[src/rtl/serial_adder_ctrl.sv]
// serial_adder_ctrl: bit-serial add/subtract sequencer built around one full_adder
//
// A start pulse in IDLE latches two WIDTH-bit operands. The single full adder is
// then stepped one bit per clock, LSB first, with a registered carry. After
// WIDTH steps the result and flags are published and done pulses for one cycle.
//
// Optional feature macro: SERIAL_ADDER_SUB_EN
//   defined   : sub=1 computes a-b as a + ~b + 1
//   undefined : sub is ignored and the block always computes a+b
//
// Ports:
//   clk       in   1      rising-edge clock
//   rst_n     in   1      asynchronous active-low reset
//   start     in   1      operation request, sampled only in IDLE
//   sub       in   1      1 = a-b, 0 = a+b (only with SERIAL_ADDER_SUB_EN)
//   a, b      in   WIDTH  operands, sampled with start
//   busy      out  1      high in RUN and DONE
//   done      out  1      one-cycle pulse when the result becomes valid
//   sum       out  WIDTH  result, held until the next accepted start
//   cout      out  1      final carry out of the MSB (sub: 1 = no borrow)
//   overflow  out  1      signed overflow (carry into MSB ^ carry out of MSB)

module full_adder (
    input  logic i_a,
    input  logic i_b,
    input  logic i_cin,
    output logic o_s,
    output logic o_cout
);
    assign o_s    = i_a ^ i_b ^ i_cin;
    assign o_cout = (i_a & i_b) | (i_cin & (i_a ^ i_b));
endmodule

module serial_adder_ctrl #(
    parameter int WIDTH = 8
) (
    input  logic             clk,
    input  logic             rst_n,
    input  logic             start,
    input  logic             sub,
    input  logic [WIDTH-1:0] a,
    input  logic [WIDTH-1:0] b,
    output logic             busy,
    output logic             done,
    output logic [WIDTH-1:0] sum,
    output logic             cout,
    output logic             overflow
);
    localparam int CW = $clog2(WIDTH);
    localparam logic [CW-1:0] LAST = CW'(WIDTH - 1);

    typedef enum logic [1:0] {IDLE = 2'd0, RUN = 2'd1, DONE = 2'd2} state_t;

    state_t           r_state;
    state_t           w_next;
    logic [WIDTH-1:0] r_a;
    logic [WIDTH-1:0] r_b;
    logic [WIDTH-1:0] r_res;
    logic             r_carry;
    logic [CW-1:0]    r_count;
    logic             w_sub_eff;
    logic             w_s;
    logic             w_co;
    logic             w_load;
    logic             w_last;

`ifdef SERIAL_ADDER_SUB_EN
    assign w_sub_eff = sub;
`else
    logic w_unused_sub;
    assign w_unused_sub = sub;
    assign w_sub_eff    = 1'b0;
`endif

    assign w_load = (r_state == IDLE) && start;
    assign w_last = (r_state == RUN) && (r_count == LAST);

    full_adder u_fa (
        .i_a    (r_a[0]),
        .i_b    (r_b[0]),
        .i_cin  (r_carry),
        .o_s    (w_s),
        .o_cout (w_co)
    );

    always_ff @(posedge clk or negedge rst_n) begin
        if (!rst_n) r_state <= IDLE;
        else        r_state <= w_next;
    end

    always_comb begin
        w_next = r_state;
        busy   = r_state != IDLE;
        done   = r_state == DONE;
        if (w_load)                w_next = RUN;
        else if (w_last)           w_next = DONE;
        else if (r_state == DONE)  w_next = IDLE;
    end

    // Subtraction is a + ~b + 1: invert b at load time and seed the carry.
    // On the final step r_carry is the carry into the MSB, which gives overflow.
    always_ff @(posedge clk or negedge rst_n) begin
        if (!rst_n) begin
            r_a      <= '0;
            r_b      <= '0;
            r_res    <= '0;
            r_carry  <= 1'b0;
            r_count  <= '0;
            sum      <= '0;
            cout     <= 1'b0;
            overflow <= 1'b0;
        end else if (w_load) begin
            r_a     <= a;
            r_b     <= w_sub_eff ? ~b : b;
            r_carry <= w_sub_eff;
            r_count <= '0;
        end else if (r_state == RUN) begin
            r_a     <= r_a >> 1;
            r_b     <= r_b >> 1;
            r_res   <= {w_s, r_res[WIDTH-1:1]};
            r_carry <= w_co;
            if (w_last) begin
                sum      <= {w_s, r_res[WIDTH-1:1]};
                cout     <= w_co;
                overflow <= r_carry ^ w_co;
            end else begin
                r_count <= r_count + CW'(1);
            end
        end
    end
endmodule
[config.mk]
export PLATFORM = sky130hd
export DESIGN_NAME = serial_adder_ctrl
export DESIGN_NICKNAME = d
export VERILOG_FILES = /design/src/rtl/serial_adder_ctrl.sv
export SDC_FILE = /design/constraint.sdc
export NUM_CORES = 1
export LEC_CHECK = 0
export CORE_ASPECT_RATIO = 1.25
export CORE_MARGIN = 2
export CORE_UTILIZATION = 50
export DETAILED_ROUTE_END_ITERATION = 8
export GPL_TIMING_DRIVEN = 0
export PLACE_DENSITY = 0.86
export SETUP_SLACK_MARGIN = 0.02
export SLEW_MARGIN = 0
export SYNTH_ARGS = -nofsm -noshare
export SYNTH_HDL_FRONTEND = slang
export SYNTH_SLANG_ARGS = --single-unit
[constraint.sdc]
create_clock -name clk -period 1.9 [get_ports clk]
set_input_delay 0.19 -clock clk [delete_from_list [all_inputs] [get_ports clk]]
set_output_delay 0.19 -clock clk [all_outputs]
set_load 0.1 [all_outputs]
; Yosys cells after proc, flatten, opt, wreduce, memory -nomap -nowiden
; Cells that the tools add are included.
; Widths: inputs -> output; s select.
[op_classes]
add_sub_neg = 1
mul = 0
n_div = 0
n_lt_le_gt_ge = 0
eq_ne = 4
shifts = 0
muxes = 12
bitwise = 7
reduce_logical = 9
[ops]
columns = cell, count
row1 = $mux 8, 4
row2 = $mux 3, 3
row3 = $mux 2, 3
row4 = $reduce_and 2->1, 2
row5 = $reduce_bool 2->1, 2
row6 = $add 3x1->3 const B, 1
row7 = $eq 3x3->1 const B, 1
row8 = $reduce_and 3->1, 1
row9 = $reduce_bool 3->1, 1
row10 = $xor 1x1->1, 3
row11 = $and 1x1->1, 2
row12 = $eq 2x1->1 const B, 1
row13 = $eq 2x2->1 const B, 1
row14 = $logic_and 1x1->1, 2
row15 = $logic_not 2->1, 1
row16 = $mux 1, 2
row17 = $ne 2x2->1 const B, 1
row18 = $not 1->1, 1
row19 = $or 1x1->1, 1
[word_totals]
register_bits = 40
latchBits = 0
ram_bits = 0
rom_bits = 0
input_bits = 20
n_memories = 0

; Depth between registers and ports, before layout
; Gate-level depths: netlist of the first run.
[depth]
word_depth = 5
ltp_mapped = 5
ltp_nobuf = 4

; Modules after synthesis
; Synthesis of the first run repeated with hierarchy kept, for this count alone.
[hier_totals]
cells_unflattened = 147
hier_area_um2 = 1816.7
[by_module_without_submodules]
columns = module, instances, cells_each, area_per_inst_um2
row1 = serial_adder_ctrl, 1, 146, 1796.7
row2 = full_adder, 1, 1, 20.0

; Worst setup path before layout of the first run
; Ideal clock, no wire load.
[synth_timing]
path_kind = register to output
from = register r_state[1]
to = output done
t_arrival_ps = 2151
required_ps = 1710
setup_slack_ps = -441
stages_incl_launch_ff = 4
n_path_buf = 2
path_cell_list = dfrtp_1 > buf_2 > clkbuf_1 > nor2b_1
[synth_via]
elab_chain_len = 1
[synth_rtl]
columns = element, line_no
row1 = from (decl), 54  ; state_t r_state;
row2 = from (signal assigned), 88  ; else r_state <= w_next;
row3 = $eq 2x2->1, 94  ; done = r_state == DONE;
row4 = to (decl), 44  ; output logic done,
; Every way passes these cells.

; Final worst setup path of the first run
[layout_timing]
from = register r_state[1]
to = output busy
[layout_via]
elab_chain_len = 1
[layout_rtl]
columns = element, line_no
row1 = $reduce_bool 2->1, 93  ; busy = r_state != IDLE;
row2 = to (decl), 43  ; output logic busy,
; Every way passes these cells.

==> results of run 1 <==
-- sequential cells by signal, indices dropped and copies added, names as in the netlist --
name,flops
r_a,8
r_b,8
sum,8
r_res,7
r_count,3
r_state,2
cout,1
overflow,1
r_carry,1
-- cells in the mapped netlist, types with 2 or more instances --
| master | count | share of area, % |
|---|---|---|
| nand2_1 | 5 | 1.0 |
| or2_2 | 2 | 0.68 |
| inv_1 | 15 | 3.1 |
| nor4b_1 | 7 | 3.3 |
| or4b_1 | 7 | 3.8 |
| o221a_2 | 7 | 4.3 |
| dfrtp_1 | 39 | 53 |
| a211oi_1 | 7 | 2.9 |
| mux2i_1 | 3 | 1.6 |
| ha_1 | 2 | 1.4 |
| o221ai_1 | 3 | 1.4 |
| buf_2 | 5 | 1.4 |
| nand3_1 | 3 | 0.82 |
| clkbuf_1 | 5 | 1.0 |
| nor3b_1 | 7 | 2.9 |
| nand2b_1 | 2 | 0.68 |
| buf_6 | 3 | 1.8 |
| mux2_2 | 14 | 8.6 |
| nor2b_1 | 2 | 0.68 |
-- worst reg2reg max path: stages, from the launching register on --
cell,delay [ns]
dfrtp_1,0.42
ha_1,0.21
ha_1,0.24
nand3b_1,0.13
buf_2,0.26
mux2_2,0.37
-- worst max path at each step --
stage               depth (start not counted)    to  slack (ns)       start
floorplan                                   3  done        0.07  r_state[1]
global placement                            4  done       -0.50  r_state[1]
detailed placement                          4  done       -0.54  r_state[1]
CTS                                         4  busy        0.07  r_state[1]
global route                                4  busy        0.03  r_state[1]
finish                                      4  busy        0.09  r_state[1]
-- kinds of logic (layout without fill, tap and decap cells) --
| family | count (synthesis) | in the layout | share of synthesized area, % |
|---|---|---|---|
| AO/OA/AOI/OAI | 23 | 23 | 11.2 |
| buffers and inverters | 28 | 66 | 7.30 |
| multiplexers | 17 | 17 | 10.2 |
| AND/OR/NAND/NOR | 38 | 38 | 15.1 |
| adder cells (fa/ha/maj) | 3 | 3 | 2.46 |
| XOR/XNOR | 1 | 1 | 0.478 |
| flip-flops | 39 | 39 | 53.2 |
-- final cells by class --
| class | count | share of cell area (%) |
|---|---|---|
| repair buffers | 30 | 12.5 |
| flip-flops and latches | 39 | 43.3 |
| multi-input cells | 82 | 32.3 |
| well taps | 39 | 2.17 |
| inverters | 15 | 2.50 |
| clock buffers | 5 | 3.06 |
| clock inverters | 3 | 0.667 |
| plain buffers | 13 | 3.50 |
-- repair_timing --
item,in CTS,in global routing
hold endpoints to repair,0,0
cloned,0,0
endpoints found under the setup margin,12,2
resized for setup,22,2
-- through the flow --
stage	cell area [um^2]	worst slack [ns]	TNS [ns]	hold WS (ns)
after global placement	2190	-0.501	-8.84	0.484
after floorplan	1840	0.0700	0	-0.106
after global routing	2250	0.0267	0	0.0711
after CTS	2250	0.0732	0	0.0255
final	2250	0.0886	0	0.00242
after detailed placement	2180	-0.539	-0.817	0.339
-- routing by layer --
| layer | GRT usage [%] | wire [um] | vias to the layer above |
|---|---|---|---|
| li1 | - | - | 612 |
| met1 | 22.4 | 1520 | 649 |
| met2 | 34.5 | 1820 | 42 |
| met3 | 4.87 | 189 | 6 |
| met4 | 6.20 | 53 | 0 |
| met5 | 0 | 0 | - |
==> qor.txt, run 1 <==
Vias in the first global route -> 1384
Area Growth Syn to Fin -> 22.8%
Largest stage delay, worst path -> 0.39 ns
Cells after DPL -> 218
Status -> completed
Filler cell count -> 301
Syn Area/Cell -> 12.3 um^2
Slowest stage cell, crit path -> dfrtp_1
Fmax -> 552 MHz
Startpoint Class -> flip-flop
Unrepaired setup endpoints after global routing -> no
Number of flops mapped to enable cells by yosys -> 0
Cells after Synth -> 149
Yosys warnings -> 0
Hold buffers post-CTS -> 0
Drt wl/cell -> 15.8 um
Clock transition at path regs -> 0.08 ns
Initial Utilization -> 52.2%
Netlist Area Pre-Place -> 1830 um^2
Min-delay worst type -> primary input to async pin
GRT overflow -> 0
Initial antenna violation count -> 0
Largest net degree at the start of global routing -> 40
Period utilisation layout -> 95.3%
Clk_skew -> 0.00561 ns
DRC violations left -> 0
Maxcap violations -> 0
Clk Latency, worst-skew pair -> 0.29 ns
Multi-input logic area -> 727 um^2
TritonCTS clock tree -> done
RR Startpoint -> r_count[0]
Netlist cell types -> 30
Final Slew Violations -> 0
Total track usage -> 19.3%
Ys async rst share -> 100%
Worst-path cell chain -> buf_2, buf_6, or2_2, clkbuf_4
Initial drt markers -> 52
Final setup vio count -> 0
Root Driver -> clkbuf_8
Post-CTS setup buffers -> 0
Die footprint -> 4170 um^2
Htree depth -> 2
Most frequent cells in the layout -> dfrtp_1 (39), clkdlybuf4s50_1 (17), inv_1 (15)
Final Hold Viols -> 0
Final-stage net count -> 209
Longest Clk Path Bufs -> 2
Antenna Cells -> 0
Port Buffers -> 30
Layout cell share with drive strength beyond 1 -> 24.6%
Crit path required time -> 1.71 ns
IO Count -> 32
RR Endpoint -> sum[1]
Sink count of the clock tree -> 39
WP buf/inv -> 3
CP top delay family -> buffers and inverters
# rows -> 24
Crit path DAT -> 1.62 ns
Fin cells -> 226
Reg2reg path depth -> 5
Crit Path Max Fanout -> 10
Gp weighted congestion -> 0.771
Vias -> 1309
#FFs+latches synth -> 39
Total core area -> 3510 um^2
Worst slew pin tran -> 0.959 ns
DP HPWL -> 2610 um
Slew headroom -> 36.3%
Final design utilization -> 64.1%
Reg2Reg Setup Slack -> 0.15 ns
Number of nets still failing antenna checks after routing -> 0
Main synth FF type -> dfrtp_1
Die Y -> 71.7 um
Die Wd -> 58.2 um
CP Class -> flip-flop to output port
Sequential Area -> 976 um^2
CP endpoint kind -> output port
WL final -> 3570 um
Post-synthesis sequential area ratio -> 53.2%
Router iterations before antenna repair -> 4
Syn Nets -> 172
Num CTS Buffers -> 5
Most common cell after layout, fill and taps aside -> dfrtp_1
Global-route wire length before repair -> 6090 um
Period minus WS final -> 1.81 ns
Vias per cell -> 5.79
Power of run 1 is not shown: default switching activity piles up to over one toggle a cycle in this logic, so the estimate is an artifact.
==> run 2, diff against run 1 <==
--- a/config.mk
+++ b/config.mk
@@ -5,6 +5,7 @@
 export SDC_FILE = /design/constraint.sdc
 export NUM_CORES = 1
 export LEC_CHECK = 0
+export ABC_CLOCK_PERIOD_IN_PS = 1900
 export CORE_ASPECT_RATIO = 1.25
 export CORE_MARGIN = 2
 export CORE_UTILIZATION = 50
==> results of run 2 <==
The final DEF is identical to that of run 1; final timing and power are the same.
Power of run 2 is left out for the same reason.
==> RTL change: new RTL, config.mk and constraints of run 1 <==
Change the parameter `WIDTH` from 8 to 16.
--- a/src/rtl/serial_adder_ctrl.sv
+++ b/src/rtl/serial_adder_ctrl.sv
@@ -34,3 +34,3 @@
 module serial_adder_ctrl #(
-    parameter int WIDTH = 8
+    parameter int WIDTH = 16
 ) (
Ports: changed (resized a, b and sum); port bits go from 32 to 56. No check against the original RTL was run, so the function may have changed too.
==> RTL change against run 1 <==
- clock skew up 0.0027 ns
- sequential cell count up 33
- worst setup slack better by 0.040 ns
- first-iteration DRC count up 130%
- hold slack better by 0.44 ns
- synthesized area up 68%
- global-route usage up 0.75 points
- die area up 64%
- critical path type is now flop to flop
- routed wire length up 72%
- final area up 74%
- non-clock buffer count up 32
- final cell count up 87%
==> RTL change: results <==
export IMPL_grt_pass1_wl_um=10300
export IMPL_ant_nets=0
export IMPL_ys_top_cells_by_count="72 x dfrtp_1, 36 x nand2_1, 35 x o21ai_0"
export IMPL_ys_seq_area_frac=0.583
export IMPL_syn_nets=305
export IMPL_worst_pin_slew_ns=0.961
export IMPL_clock_latency_ns=0.35
export IMPL_synth_compound_area_share=0.156
export IMPL_rrSetupSlack_ns=0.13
export IMPL_largestRegisters="r_a (16), r_b (16), sum (16)"
export IMPL_place_gp_congestion=0.777
export IMPL_port_buffers=54
export IMPL_syn_area_per_cell_um2=11.6
export IMPL_final_setup_skew_ns=0.00829
export IMPL_track_usage=0.201
export IMPL_synthXorXnorAreaFrac=0.00283
export IMPL_cts_setup_buffers=0
export IMPL_grt_max_degree=73
export IMPL_worstReg2RegEnd="sum[13]$_DFFE_PN0P_"
export IMPL_arrival_ns=1.99
export IMPL_outcome="completed"
export IMPL_drt_wl_total_um=6150
export IMPL_grt_pass1_vias=2194
export IMPL_dp_cells=406
export IMPL_hp_class="input port to flop"
export IMPL_synth_fa_ha_area_frac=0.0105
export IMPL_first_iter_violations=119
export IMPL_cts_buffers=9
export IMPL_layoutNonFillerInstCount=423
export IMPL_synthMuxAreaShare=0.113
export IMPL_crit_type="flop to flop"
export IMPL_yosys_top_cells_area="dfrtp_1 58%, mux2_2 8.0%, a22oi_1 5.8%"
export IMPL_dr_pass1_iters=4
export IMPL_dp_hpwl_um=4310
RTL change: cell types whose count changed after synthesis, sizes merged, moves of 8 or more:
| cell | delta |
|---|---|
| o21ai | +36 |
| dfrtp | +33 |
| nand2 | +31 |
| a22oi | +24 |
| mux2 | +17 |
| inv | -11 |
| a21oi | +8 |
RTL change: critical path, stage by stage, from the launching register on:
cell and delay [ns]:
dfrtp_1 0.41, ha_1 0.28, nand3_2 0.22, nor2_8 0.22
buf_6 0.18, mux2_1 0.34
RTL change: cell type report:
cell class / instances / area, um2
fillers: 508 / 2160
flip-flops and latches: 72 / 1800
multi-input cells: 171 / 1180
repair buffers: 55 / 518
clock buffers: 12 / 155
well taps: 85 / 106
plain buffers: 20 / 100
clock inverters: 4 / 52.6
inverters: 4 / 15.0
RTL change: worst min-delay path by stage:
stage	from	to	slack, ns	cells past startpoint
after floorplan	rst_n	cout$_DFFE_PN0P_	-0.11	0
after global placement	r_a[3]$_DFFE_PN0P_	r_a[3]$_DFFE_PN0P_	0.46	2
after detailed placement	rst_n	r_res[10]$_DFFE_PN0P_	0.36	1
after CTS	b[15]	r_b[15]$_DFFE_PN0P_	0.43	3
after global routing	b[15]	r_b[15]$_DFFE_PN0P_	0.50	3
final	b[15]	r_b[15]$_DFFE_PN0P_	0.44	3
RTL change: timing repair:
item / in CTS / in global routing
gates resized for setup: 29 / 0
hold buffers: 1 / 0
setup endpoints to repair: 20 / 0
endpoints found under the hold margin: 72 / 0
RTL change: per-stage QoR:
stage | utilization | area (um2) | setup WS [ns] | setup TNS, ns
global route | 0.645 | 3930 | 0.0428 | 0
floorplan | - | 3090 | 0.188 | 0
CTS | 0.645 | 3930 | 0.111 | 0
detailed placement | 0.614 | 3740 | -0.315 | -0.542
global placement | 0.615 | 3740 | -1.69 | -122.09
finish | 0.645 | 3930 | 0.129 | 0
RTL change: kinds of logic (layout without fill, tap and decap cells):
| logic type | Yosys count | count (layout) |
|---|---|---|
| AOI/OAI and AO/OA | 78 | 78 |
| DFF | 72 | 72 |
| and+or+nand+nor | 59 | 59 |
| muxes | 31 | 31 |
| buffers and inverters | 24 | 95 |
| adders and majority gates | 2 | 2 |
| xor gates and xnor gates | 1 | 1 |
RTL change: per-layer routing:
metal / vias to the layer above / global-route usage / wire length, um
met4: 0 / 0.0938 / 89
met2: 75 / 0.321 / 3020
met3: 6 / 0.0473 / 288
met5: - / 0 / 0
met1: 1106 / 0.255 / 2750
li1: 1077 / - / -
RTL change: where the power goes:
group	switching [uW]	internal, uW
sequential	371	2140
combinational	2110	957
clock	566	678
total	3040	3770
